$ cat src/rtl/bclk_train_pkg.sv
// Shared types and defaults for the BCLK delay-line training controller.
// Optional eye-monitor gating is selected with BCLK_TRAIN_EYE_MON_EN.
package bclk_train_pkg;

  localparam int unsigned DEF_TAP_W         = 8;
  localparam int unsigned DEF_MAX_TAPS      = 128;
  localparam int unsigned DEF_SETTLE_CYCLES = 8;
  localparam int unsigned DEF_SAMPLE_CYCLES = 16;

  localparam logic [7:0] PASS_REJECT_LO = 8'h00;
  localparam logic [7:0] PASS_REJECT_HI = 8'hFF;

  typedef enum logic [3:0] {
    S_IDLE,
    S_LOAD,
    S_CLEAR,
    S_SETTLE,
    S_SAMPLE,
    S_EVAL,
    S_STEP,
    S_CALC,
    S_RELOAD,
    S_SEEK,
    S_DONE,
    S_FAIL
  } train_state_t;

  typedef enum logic [1:0] {
    CHK_IDLE,
    CHK_SETTLE,
    CHK_SAMPLE
  } chk_phase_t;

  // A stuck-low or stuck-high lane carries no clock edge, so it never counts as a pass.
  function automatic logic word_rejected(input logic [7:0] w);
    return (w == PASS_REJECT_LO) || (w == PASS_REJECT_HI);
  endfunction

endpackage

$ cat src/rtl/bclk_sample_chk.sv
// Per-tap settle/sample sequencer: waits out the settle time, then checks the
// sampled words for stability. Eye flags gate the result under BCLK_TRAIN_EYE_MON_EN.
module bclk_sample_chk
  import bclk_train_pkg::*;
#(
  parameter int unsigned SETTLE_CYCLES = DEF_SETTLE_CYCLES,
  parameter int unsigned SAMPLE_CYCLES = DEF_SAMPLE_CYCLES
) (
  input  logic       i_clk,
  input  logic       i_rst,
  input  logic       i_start,
  input  logic [7:0] i_data,
  input  logic       i_eye_early,
  input  logic       i_eye_late,
  output logic       o_settle_done,
  output logic       o_done,
  output logic       o_pass
);

  localparam int unsigned CNT_MAX = (SETTLE_CYCLES > SAMPLE_CYCLES) ? SETTLE_CYCLES : SAMPLE_CYCLES;
  localparam int unsigned CW      = (CNT_MAX > 1) ? $clog2(CNT_MAX) : 1;
  localparam logic [CW-1:0] SETTLE_LAST = CW'(SETTLE_CYCLES - 1);
  localparam logic [CW-1:0] SAMPLE_LAST = CW'(SAMPLE_CYCLES - 1);

  chk_phase_t    r_phase;
  logic [CW-1:0] r_cnt;
  logic [7:0]    r_ref;
  logic          r_ok;
  logic          r_pass;

  logic       w_first;
  logic [7:0] w_ref;
  logic       w_eye_ok;
  logic       w_word_ok;
  logic       w_ok_acc;

  assign w_first = (r_cnt == '0);
  // The first sample word becomes the reference and is compared against itself.
  assign w_ref   = w_first ? i_data : r_ref;

`ifdef BCLK_TRAIN_EYE_MON_EN
  assign w_eye_ok = !i_eye_early && !i_eye_late;
`else
  logic w_unused_eye;
  assign w_unused_eye = i_eye_early ^ i_eye_late;
  assign w_eye_ok     = 1'b1;
`endif

  assign w_word_ok = (i_data == w_ref) && !word_rejected(w_ref) && w_eye_ok;
  assign w_ok_acc  = (w_first || r_ok) && w_word_ok;

  assign o_settle_done = (r_phase == CHK_SETTLE) && (r_cnt == SETTLE_LAST);
  assign o_done        = (r_phase == CHK_SAMPLE) && (r_cnt == SAMPLE_LAST);
  assign o_pass        = r_pass;

  always_ff @(posedge i_clk or posedge i_rst) begin
    if (i_rst) begin
      r_phase <= CHK_IDLE;
      r_cnt   <= '0;
      r_ref   <= '0;
      r_ok    <= 1'b0;
      r_pass  <= 1'b0;
    end else if (i_start) begin
      r_phase <= CHK_SETTLE;
      r_cnt   <= '0;
    end else begin
      case (r_phase)
        CHK_SETTLE: begin
          if (o_settle_done) begin
            r_phase <= CHK_SAMPLE;
            r_cnt   <= '0;
          end else begin
            r_cnt <= r_cnt + CW'(1);
          end
        end
        CHK_SAMPLE: begin
          r_ref <= w_ref;
          r_ok  <= w_ok_acc;
          if (o_done) begin
            r_pass  <= w_ok_acc;
            r_phase <= CHK_IDLE;
            r_cnt   <= '0;
          end else begin
            r_cnt <= r_cnt + CW'(1);
          end
        end
        default: ;
      endcase
    end
  end

endmodule

$ cat src/rtl/bclk_train_ctrl.sv
// BCLK training: sweeps the lane delay line, finds the longest passing window and
// parks the line at its centre. CLEAR/eye gating enabled by BCLK_TRAIN_EYE_MON_EN.
module bclk_train_ctrl
  import bclk_train_pkg::*;
#(
  parameter int unsigned TAP_W         = DEF_TAP_W,
  parameter int unsigned MAX_TAPS      = DEF_MAX_TAPS,
  parameter int unsigned SETTLE_CYCLES = DEF_SETTLE_CYCLES,
  parameter int unsigned SAMPLE_CYCLES = DEF_SAMPLE_CYCLES
) (
  input  logic             FAB_CLK,
  input  logic             ARST,
  input  logic             START,
  input  logic [7:0]       RX_DATA,
  input  logic             EYE_MONITOR_EARLY,
  input  logic             EYE_MONITOR_LATE,
  input  logic             DELAY_LINE_OUT_OF_RANGE,
  output logic             DELAY_LINE_MOVE,
  output logic             DELAY_LINE_DIRECTION,
  output logic             DELAY_LINE_LOAD,
  output logic             EYE_MONITOR_CLEAR_FLAGS,
  output logic             BUSY,
  output logic             DONE,
  output logic             FAIL,
  output logic [TAP_W-1:0] CENTER_TAP
);

  localparam int unsigned      LW       = TAP_W + 1;
  localparam logic [TAP_W-1:0] LAST_TAP = TAP_W'(MAX_TAPS - 1);
`ifdef BCLK_TRAIN_EYE_MON_EN
  localparam train_state_t S_POST_MOVE = S_CLEAR;
`else
  localparam train_state_t S_POST_MOVE = S_SETTLE;
`endif

  train_state_t     r_state;
  train_state_t     w_next;
  logic [TAP_W-1:0] r_tap;
  logic [TAP_W-1:0] r_center;
  logic             r_run_open;
  logic [TAP_W-1:0] r_run_start;
  logic [LW-1:0]    r_run_len;
  logic [TAP_W-1:0] r_best_start;
  logic [LW-1:0]    r_best_len;
  logic             r_seek_wait;
  logic             r_move;
  logic             r_load;

  logic             w_chk_start;
  logic             w_chk_settle_done;
  logic             w_chk_done;
  logic             w_chk_pass;
  logic             w_last;
  logic             w_seek_req;
  logic             w_close;
  logic [LW-1:0]    w_run_len_n;
  logic [TAP_W-1:0] w_run_start_n;
  logic [TAP_W-1:0] w_center;

  bclk_sample_chk #(
    .SETTLE_CYCLES (SETTLE_CYCLES),
    .SAMPLE_CYCLES (SAMPLE_CYCLES)
  ) u_chk (
    .i_clk         (FAB_CLK),
    .i_rst         (ARST),
    .i_start       (w_chk_start),
    .i_data        (RX_DATA),
    .i_eye_early   (EYE_MONITOR_EARLY),
    .i_eye_late    (EYE_MONITOR_LATE),
    .o_settle_done (w_chk_settle_done),
    .o_done        (w_chk_done),
    .o_pass        (w_chk_pass)
  );

  assign w_chk_start = (w_next == S_SETTLE) && (r_state != S_SETTLE);
  assign w_last      = (r_tap == LAST_TAP) || DELAY_LINE_OUT_OF_RANGE;

  // A passing tap on the final sweep position closes its run including itself.
  assign w_run_len_n   = w_chk_pass ? (r_run_open ? r_run_len + LW'(1) : LW'(1)) : r_run_len;
  assign w_run_start_n = (w_chk_pass && !r_run_open) ? r_tap : r_run_start;
  assign w_close       = (r_run_open && !w_chk_pass) || (w_chk_pass && w_last);
  assign w_center      = r_best_start + TAP_W'((r_best_len - LW'(1)) >> 1);

  always_comb begin
    w_next     = r_state;
    w_seek_req = 1'b0;
    case (r_state)
      S_IDLE:   if (START) w_next = S_LOAD;
      S_LOAD:   w_next = S_POST_MOVE;
      S_CLEAR:  w_next = S_SETTLE;
      S_SETTLE: if (w_chk_settle_done) w_next = S_SAMPLE;
      S_SAMPLE: if (w_chk_done) w_next = S_EVAL;
      S_EVAL:   w_next = w_last ? S_CALC : S_STEP;
      S_STEP:   w_next = S_POST_MOVE;
      S_CALC:   w_next = (r_best_len == '0) ? S_FAIL : S_RELOAD;
      S_RELOAD: w_next = S_SEEK;
      // Seek requests a move on alternate cycles; the registered pulse lands one cycle later.
      S_SEEK: begin
        if (r_tap == r_center) w_next = S_DONE;
        else if (!r_seek_wait) w_seek_req = 1'b1;
      end
      S_DONE:   if (START) w_next = S_LOAD;
      S_FAIL:   if (START) w_next = S_LOAD;
      default:  w_next = S_IDLE;
    endcase
  end

  always_ff @(posedge FAB_CLK or posedge ARST) begin
    if (ARST) begin
      r_state      <= S_IDLE;
      r_tap        <= '0;
      r_center     <= '0;
      r_run_open   <= 1'b0;
      r_run_start  <= '0;
      r_run_len    <= '0;
      r_best_start <= '0;
      r_best_len   <= '0;
      r_seek_wait  <= 1'b0;
      r_move       <= 1'b0;
      r_load       <= 1'b0;
    end else begin
      r_state <= w_next;
      r_load  <= (w_next == S_LOAD) || (w_next == S_RELOAD);
      r_move  <= (w_next == S_STEP) || w_seek_req;
      case (r_state)
        S_IDLE, S_DONE, S_FAIL: begin
          if (START) begin
            r_center     <= '0;
            r_run_open   <= 1'b0;
            r_run_start  <= '0;
            r_run_len    <= '0;
            r_best_start <= '0;
            r_best_len   <= '0;
          end
        end
        S_LOAD: r_tap <= '0;
        S_EVAL: begin
          if (w_close && (w_run_len_n > r_best_len)) begin
            r_best_start <= w_run_start_n;
            r_best_len   <= w_run_len_n;
          end
          r_run_open  <= w_chk_pass && !w_last;
          r_run_len   <= w_chk_pass ? w_run_len_n : '0;
          r_run_start <= w_run_start_n;
        end
        S_STEP: r_tap <= r_tap + TAP_W'(1);
        S_CALC: if (r_best_len != '0) r_center <= w_center;
        S_RELOAD: begin
          r_tap       <= '0;
          r_seek_wait <= 1'b0;
        end
        S_SEEK: begin
          if (w_seek_req) r_tap <= r_tap + TAP_W'(1);
          r_seek_wait <= w_seek_req;
        end
        default: ;
      endcase
    end
  end

`ifdef BCLK_TRAIN_EYE_MON_EN
  logic r_clr;
  always_ff @(posedge FAB_CLK or posedge ARST) begin
    if (ARST) r_clr <= 1'b0;
    else      r_clr <= (w_next == S_CLEAR);
  end
  assign EYE_MONITOR_CLEAR_FLAGS = r_clr;
`else
  assign EYE_MONITOR_CLEAR_FLAGS = 1'b0;
`endif

  assign DELAY_LINE_MOVE      = r_move;
  assign DELAY_LINE_DIRECTION = r_move;
  assign DELAY_LINE_LOAD      = r_load;
  assign BUSY                 = !(r_state inside {S_IDLE, S_DONE, S_FAIL});
  assign DONE                 = (r_state == S_DONE);
  assign FAIL                 = (r_state == S_FAIL);
  assign CENTER_TAP           = r_center;

endmodule

$ cat config.mk
export PLATFORM = sky130hd
export DESIGN_NAME = bclk_train_ctrl
export DESIGN_NICKNAME = d
export VERILOG_FILES = /design/src/rtl/bclk_train_pkg.sv /design/src/rtl/bclk_sample_chk.sv /design/src/rtl/bclk_train_ctrl.sv
export SDC_FILE = /design/constraint.sdc
export NUM_CORES = 1
export LEC_CHECK = 0
export BUFFER_PORTS_ARGS = -buffer_cell sky130_fd_sc_hd__buf_4
export CORE_ASPECT_RATIO = 1.4
export CORE_MARGIN = 2
export CORE_UTILIZATION = 60
export DETAILED_ROUTE_END_ITERATION = 8
export PLACE_DENSITY = 0.79
export SETUP_SLACK_MARGIN = 0.3
export SLEW_MARGIN = 0
export SYNTH_ARGS = -nofsm -noshare
export SYNTH_HDL_FRONTEND = slang
export SYNTH_SLANG_ARGS = --single-unit
$ cat constraint.sdc
create_clock -name FAB_CLK -period 5.41 [get_ports FAB_CLK]
set_input_delay 0.541 -clock FAB_CLK [delete_from_list [all_inputs] [get_ports FAB_CLK]]
set_output_delay 0.541 -clock FAB_CLK [all_outputs]
set_load 0.05 [all_outputs]
==> results of run 1 <==
[cells by family (layout without fill, tap and decap cells)]
group	Yosys count	in the layout	share of synthesized area (%)
simple gates	159	159	17.2
fa+ha+maj	25	25	6.82
other cells	1	1	0.0798
compound gates	116	116	19.8
mux	17	17	3.81
buf+inv	56	76	5.99
xor+xnor	37	37	6.90
flops	74	74	39.4
[through the flow]
stage / util [%] / std cells
4_1_cts: 66.9 / 605
5_1_grt: 66.9 / 605
3_5_place_dp: 63.6 / 589
6_report: 66.9 / 605
3_3_place_gp: 63.6 / 589
2_1_floorplan: - / 485
[routing by layer]
layer | share of wire (%) | track usage [%] | vias up
li1 | - | - | 1749
met1 | 40 | 28.5 | 1774
met2 | 53 | 46.0 | 78
met3 | 3.1 | 3.56 | 23
met4 | 3.0 | 13.3 | 0
met5 | 0 | 0 | -
[how the worst max path moves through the flow]
| stage | from | to | slack [ns] |
|---|---|---|---|
| 5_1_grt | u_chk.o_pass | r_best_len[2] | 1.76 |
| 4_1_cts | u_chk.o_pass | r_best_len[8] | 2.00 |
| 3_5_place_dp | u_chk.o_pass | r_best_start[5] | 2.05 |
| 3_3_place_gp | u_chk.o_pass | r_best_len[8] | 2.13 |
| 2_1_floorplan | r_run_len[0] | r_best_len[1] | 2.77 |
| 6_report | u_chk.o_pass | r_best_start[6] | 1.99 |
[state kept, by name, indices dropped and copies added (netlist names), 4 cells and up]
name and cells:
r_run_len 9, u_chk.r_ref 8, r_run_start 8, r_state 4, r_best_start 8, u_chk.r_cnt 4, r_tap 8, CENTER_TAP 8
r_best_len 9
[layout by cell type, fill, tap and decap left out, drive strengths merged, types with 4 or more instances in the layout]
master,n
o2bb2ai,15
and2,4
nor3,11
o31ai,5
nor2,37
mux2i,10
nor4,7
inv,34
a21o,6
nand3,17
dfrtp,74
xor2,8
clkbuf,11
nand4,12
ha,24
nor2b,8
nand2b,7
o21a,4
a22o,14
or3,5
buf,26
o21ai,23
xnor2,29
o41ai,4
mux2,7
a21oi,22
nand2,43
[power breakdown]
group	internal, mW	total [mW]	switching (mW)	leakage (nW)
logic	0.0123	0.0330	0.0207	1.21
clock network	0.330	0.533	0.203	0.129
registers	0.555	0.559	0.00357	0.935
total	0.898	1.12	0.227	2.27
[layout make-up]
class                           count  area, sq um  area share (%)
Multi-Input combinational cell    355         2570            50.1
Sequential cell                    74         1850            36.2
Timing Repair Buffer               26          195            3.81
Clock buffer                       11          151            2.96
Inverter                           34          128            2.49
Tap cell                          100          125            2.44
Clock inverter                      5          100            1.96
==> flow_summary_export.csv, run 1 <==
group,metric,value,unit
clock_network,clock_path_buffers,2,
critical_path,r2r-start,"u_chk.o_pass",
timing,setup_viol,0,
synth,async_flop_share,100,%
timing,max_freq,0.292,GHz
clock_network,htreeDepth,3,
power_and_ir_drop,power_density,220,nW/um^2
die,fp.dieW,78.8,microns
timing,setup_tns,0,ns
route,ant_nets,0,
synth,synthTopCellsByArea,"dfrtp_1 39%, ha_1 6.4%, xnor2_1 5.4%, nand2_1 3.4%, o2bb2ai_2 3.2%",
placement,numPortBuffers,25,
die,dieArea,8570,sq um
timing,tightest_slew,1.02,ns
synth,synth_top_area_share,39.4,%
synth,yosysWarnings,0,
synth,ys_seq_elements,74,
route,viasPerCell,5.99,
route,first_iter_violations,256,
clock_network,postCtsHoldBufs,0,
synth,yosysMostFrequentCell,"dfrtp_1",
global_routing,gr-total-overflow,0,
timing,slew_viol_final,0,
critical_path,slowest_delay,0.67,ns
synth,yosysUniqueCellTypes,63,
cells_and_area,fillers,620,
critical_path,cp_num_buf_inv,1,
synth,synth_nets,524,
timing,max-slew-margin-rel,32.0,%
synth,synth_seq_area_share,39.4,%
hold_path,min_path_type,"input pin to register",
placement,dp_hpwl,7.30,mm
clock_network,clock_latency,0.35,ns
critical_path,crit_path_cell_trace,"nand2b_1 > nand2_1 > inv_1 > ha_1 > a22o_1 > o41ai_2 > a21oi_4 > o21bai_4 > o2bb2ai_1",
global_routing,grt_pass1_wl,16.9,mm
flow_run,max_cap_viol_count,0,
die,ioPinCount,29,
clock_network,cts-resized-gates,0,
critical_path,crit_path_end_kind,"register",
timing,holdWs,0.458,ns
critical_path,startpoint_type,"register",
global_routing,grt_pass1_vias,3607,
critical_path,worstRegToRegCells,9,
cells_and_area,antenna_cells,0,
timing,post-route-period-util,63.3,%
clock_network,clk_pin_slew_worst_paths,0.08,ns
run_status,outcome,"finished clean",
hold_path,hold_depth,2,
die,die_h,109,microns
synth,yosys.area.top_type,"dfrtp_1",
route,wl_per_cell,16.6,microns
cells_and_area,drive_gt1_share,14.7,%
cells_and_area,syn2layout_area_growth,8.89,%
hold_path,min_to,"u_chk.r_ref[4]",
clock_network,cts_sinks,74,
route,wl,10.0,mm
die,start_util,61.4,%
critical_path,path_delay_family,"compound AO/OA/AOI/OAI gates",
power_and_ir_drop,ir_drop,0.142,mV
timing,finalClockSkew,0.00908,ns
placement,detailedPlace.worstSlack,2.05,ns
clock_network,post_cts_buffers,0,
synth,synthCells,485,
critical_path,worstReg2RegEnd,"r_best_start[6]",
clock_network,root_buffer,"clkbuf_8",
global_routing,track_usage,25.3,%
timing,period_needed,3.42,ns
critical_path,arrival,3.70,ns
placement,place_area,4870,sq um
synth,syn_avg_cell_area,9.69,sq um
synth,syn_area,4700,sq um
clock_network,tritoncts,"yes",
critical_path,path_depth,9,
critical_path,regToRegSetupSlack,1.99,ns
route,vias,3624,
placement,place_congestion,0.876,
clock_network,cts_made_buffers,9,
die,rows,38,
critical_path,cp_max_fo,18,
die,core_area,7650,sq um
cells_and_area,layout.nets,539,
power_and_ir_drop,total_power,1.12,mW
hold_path,hp-start,"RX_DATA[4]",
route,dr.pass1.iters,4,
power_and_ir_drop,p_leak,2.27,nW
synth,synth_common_cells,"74 x dfrtp_1, 42 x nand2_1, 37 x nor2_1, 34 x inv_1, 29 x xnor2_1",
route,drc_errors,0,
timing,hold_viol_final,0,
global_routing,antenna_found_initial,0,
critical_path,required,5.68,ns
synth,synth_top_flop_cell,"dfrtp_1",
critical_path,worstSetupPathType,"register to register",
timing,rsz0062_at_grt,"false",
cells_and_area,fin_area,5120,sq um
critical_path,slowest_stage,"dfrtp_1",
global_routing,grt_max_degree,75,
timing,fin_ws,1.99,ns
synth,synth_edf_count,0,
No activity file was read; power rests on OpenSTA's default activity.
==> inputs of run 2 (changes only) <==
--- a/config.mk
+++ b/config.mk
@@ -8,9 +8,9 @@
 export BUFFER_PORTS_ARGS = -buffer_cell sky130_fd_sc_hd__buf_4
 export CORE_ASPECT_RATIO = 1.4
 export CORE_MARGIN = 2
-export CORE_UTILIZATION = 60
+export CORE_UTILIZATION = 55
 export DETAILED_ROUTE_END_ITERATION = 8
-export PLACE_DENSITY = 0.79
+export PLACE_DENSITY = 0.76
 export SETUP_SLACK_MARGIN = 0.3
 export SLEW_MARGIN = 0
 export SYNTH_ARGS = -nofsm -noshare
==> constraint.sdc (replaced) <==
create_clock -name FAB_CLK -period 2.95 [get_ports FAB_CLK]
set_input_delay 0.295 -clock FAB_CLK [delete_from_list [all_inputs] [get_ports FAB_CLK]]
set_output_delay 0.295 -clock FAB_CLK [all_outputs]
set_load 0.05 [all_outputs]
==> run 2 against run 1 <==
Power is 110% higher. Largest cell class unchanged. Via count is 13% higher. Combinational power is 89% higher. Critical path depth is 6 higher. Worst setup slack worse by 1.9 ns. Largest power group is now clock. Design area is 14% higher.
==> flow_summary_export.csv, run 2 (same netlist as run 1, synthesis figures left out) <==
group,metric,value,unit
power_and_ir_drop,p_sw_share,19.8,%
die,dieArea,9310,sq um
critical_path,cp_max_fo,5,
critical_path,slowest_delay,0.41,ns
critical_path,r2r-start,"r_run_len[4]",
die,core_area,8250,sq um
cells_and_area,top_regs,"r_best_len x9, r_run_len x9",
die,rows,39,
timing,tightest_slew,1.04,ns
global_routing,grt_max_degree,29,
global_routing,track_usage,27.7,%
cells_and_area,final_common_cell,"dfrtp_1",
critical_path,crit_top_cell,"a21oi_4",
power_and_ir_drop,seqPwrFrac,42.9,%
global_routing,gr-total-overflow,0,
clock_network,tritoncts,"yes",
power_and_ir_drop,power_density,410,nW/um^2
route,drc_errors,0,
critical_path,crit_path_end_kind,"register",
timing,finalClockSkew,0.00731,ns
global_routing,grt_pass1_vias,4058,
route,first_iter_violations,305,
cells_and_area,antenna_cells,0,
hold_path,min_path_type,"input pin to asynchronous set/reset pin",
power_and_ir_drop,power_frac_clock,54.5,%
power_and_ir_drop,ir_drop,0.333,mV
die,fp.dieW,82.1,microns
die,die_h,113,microns
placement,place_inst,603,
cells_and_area,finish.utilization,70.6,%
placement,numPortBuffers,25,
placement,place_congestion,0.932,
route,vias,4083,
critical_path,worstRegToRegCells,15,
clock_network,cts_sinks,74,
power_and_ir_drop,total_power,2.39,mW
cells_and_area,layout.nets,580,
cells_and_area,syn2layout_area_growth,23.9,%
power_and_ir_drop,p_leak,2.58,nW
critical_path,crit_path_cell_trace,"nand4_1 > buf_4 > nor2_1 > xnor2_1 > nand2_1 > inv_1 > ha_1 > o21ai_1 > a21oi_4 > o41ai_4 > a21oi_4 > o21bai_4 > buf_6 > buf_12 > a32o_1",
clock_network,clk_pin_slew_worst_paths,0.06,ns
clock_network,htreeDepth,3,
timing,slew_viol_final,0,
power_and_ir_drop,p_sw,0.474,mW
route,wl,12.6,mm
critical_path,required,3.17,ns
cells_and_area,fin_area,5820,sq um
global_routing,grt_pass1_wl,19.7,mm
timing,rsz0062_at_grt,"true",
timing,hold_viol_final,0,
timing,max-slew-margin-rel,30.3,%
critical_path,startpoint_type,"register",
clock_network,clock_path_buffers,2,
global_routing,antenna_found_initial,0,
critical_path,slowest_stage,"dfrtp_1",
clock_network,cts_made_buffers,9,
clock_network,clock_latency,0.34,ns
cells_and_area,drive_gt1_share,26.2,%
timing,post-route-period-util,98.0,%
die,ioPinCount,29,
placement,place_area,4970,sq um
critical_path,arrival,3.12,ns
route,dr.pass1.iters,7,
critical_path,worstReg2RegEnd,"r_best_len[8]",
cells_and_area,finalNonFillerCells,648,
flow_run,max_cap_viol_count,0,
placement,dp_hpwl,7.67,mm
timing,max_freq,0.346,GHz
critical_path,worstSetupPathType,"register to register",
power_and_ir_drop,p_int,1.92,mW
timing,period_needed,2.89,ns
critical_path,regToRegSetupSlack,0.06,ns
run_status,outcome,"finished clean",
power_and_ir_drop,p_comb_share,2.6,%
cells_and_area,layout_common_cells,"72 x dfrtp_1, 52 x buf_4, 41 x nand2_1",
die,start_util,57.0,%
route,wl_per_cell,19.5,microns
timing,setup_viol,0,
clock_network,root_buffer,"clkbuf_16",
route,viasPerCell,6.30,
route,ant_nets,0,
==> run 2: changes by cell type in the layout (fill, tap and decap cells not counted), moves of 4 or more <==
cell,change
clkbuf_16,+9
o21ai_0,-4
buf_4,+26
o2bb2ai_1,-5
clkbuf_8,-9
buf_6,+11
ha_1,-4
==> run 2: per-layer routing <==
layer / track usage [%] / wire length, microns / vias up
li1: - / - / 1844
met2: 46.8 / 6550 / 188
met4: 15.9 / 668 / 0
met3: 5.93 / 700 / 65
met5: 0 / 0 / -
met1: 31.8 / 4730 / 1986
==> run 2: worst max-delay path: cells and delay by family, from the launching register on <==
| family | cells | cell delay, ns |
|---|---|---|
| AND/OR/NAND/NOR | 3 | 0.39 |
| flip-flops | 1 | 0.41 |
| XOR/XNOR | 1 | 0.12 |
| adder cells (fa/ha/maj) | 1 | 0.31 |
| buffers and inverters | 4 | 0.49 |
| AO/OA/AOI/OAI | 6 | 1.04 |
==> run 2: power groups by stage <==
stage / registers, mW / clock network [mW] / logic [mW]
after floorplan: 1.04 / 0 / 0.0355
after global placement: 1.04 / 0 / 0.0617
after detailed placement: 1.04 / 0 / 0.0637
after CTS: 1.03 / 1.31 / 0.0640
after global routing: 1.03 / 1.36 / 0.0699
final: 1.03 / 1.30 / 0.0623
==> run 2: cell type report <==
type / instances / area [sq um]
Clock inverter: 4 / 97.6
Fill cell: 590 / 2420
Multi-Input combinational cell: 356 / 2770
Timing Repair Buffer: 66 / 589
Tap cell: 102 / 128
Clock buffer: 12 / 256
Sequential cell: 74 / 1850
Inverter: 34 / 128
==> run 2: through the flow <==
| stage | setup slack, ns | TNS, ns | hold WS [ns] |
|---|---|---|---|
| 6_report | 0.0576 | 0 | 0.0115 |
| 5_1_grt | -0.0309 | -0.196 | 0.0628 |
| 4_1_cts | 0.200 | 0 | 0.0353 |
| 3_5_place_dp | -0.00598 | -0.00598 | 0.392 |
| 3_3_place_gp | 0.172 | 0 | 0.383 |
| 2_1_floorplan | 0.308 | 0 | 0.446 |
==> run 2: worst max path at each step <==
stage                       from               to  slack [ns]  depth (start not counted)
finish              r_run_len[4]    r_best_len[8]        0.06                         15
global placement    r_run_len[1]  r_best_start[6]        0.17                         14
global route        r_run_len[4]    r_best_len[1]       -0.03                         15
floorplan           r_run_len[0]    r_best_len[1]        0.31                         14
CTS                 r_run_len[4]    r_best_len[8]        0.20                         15
detailed placement  r_run_len[1]    r_best_len[2]      -0.006                         12
==> run 2: timing repair <==
action,CTS,global route
buffers inserted,20,6
gates resized for setup,27,27
cloned,3,0
hold buffers,0,0
endpoints found under the setup margin,17,19
pin swaps,19,12
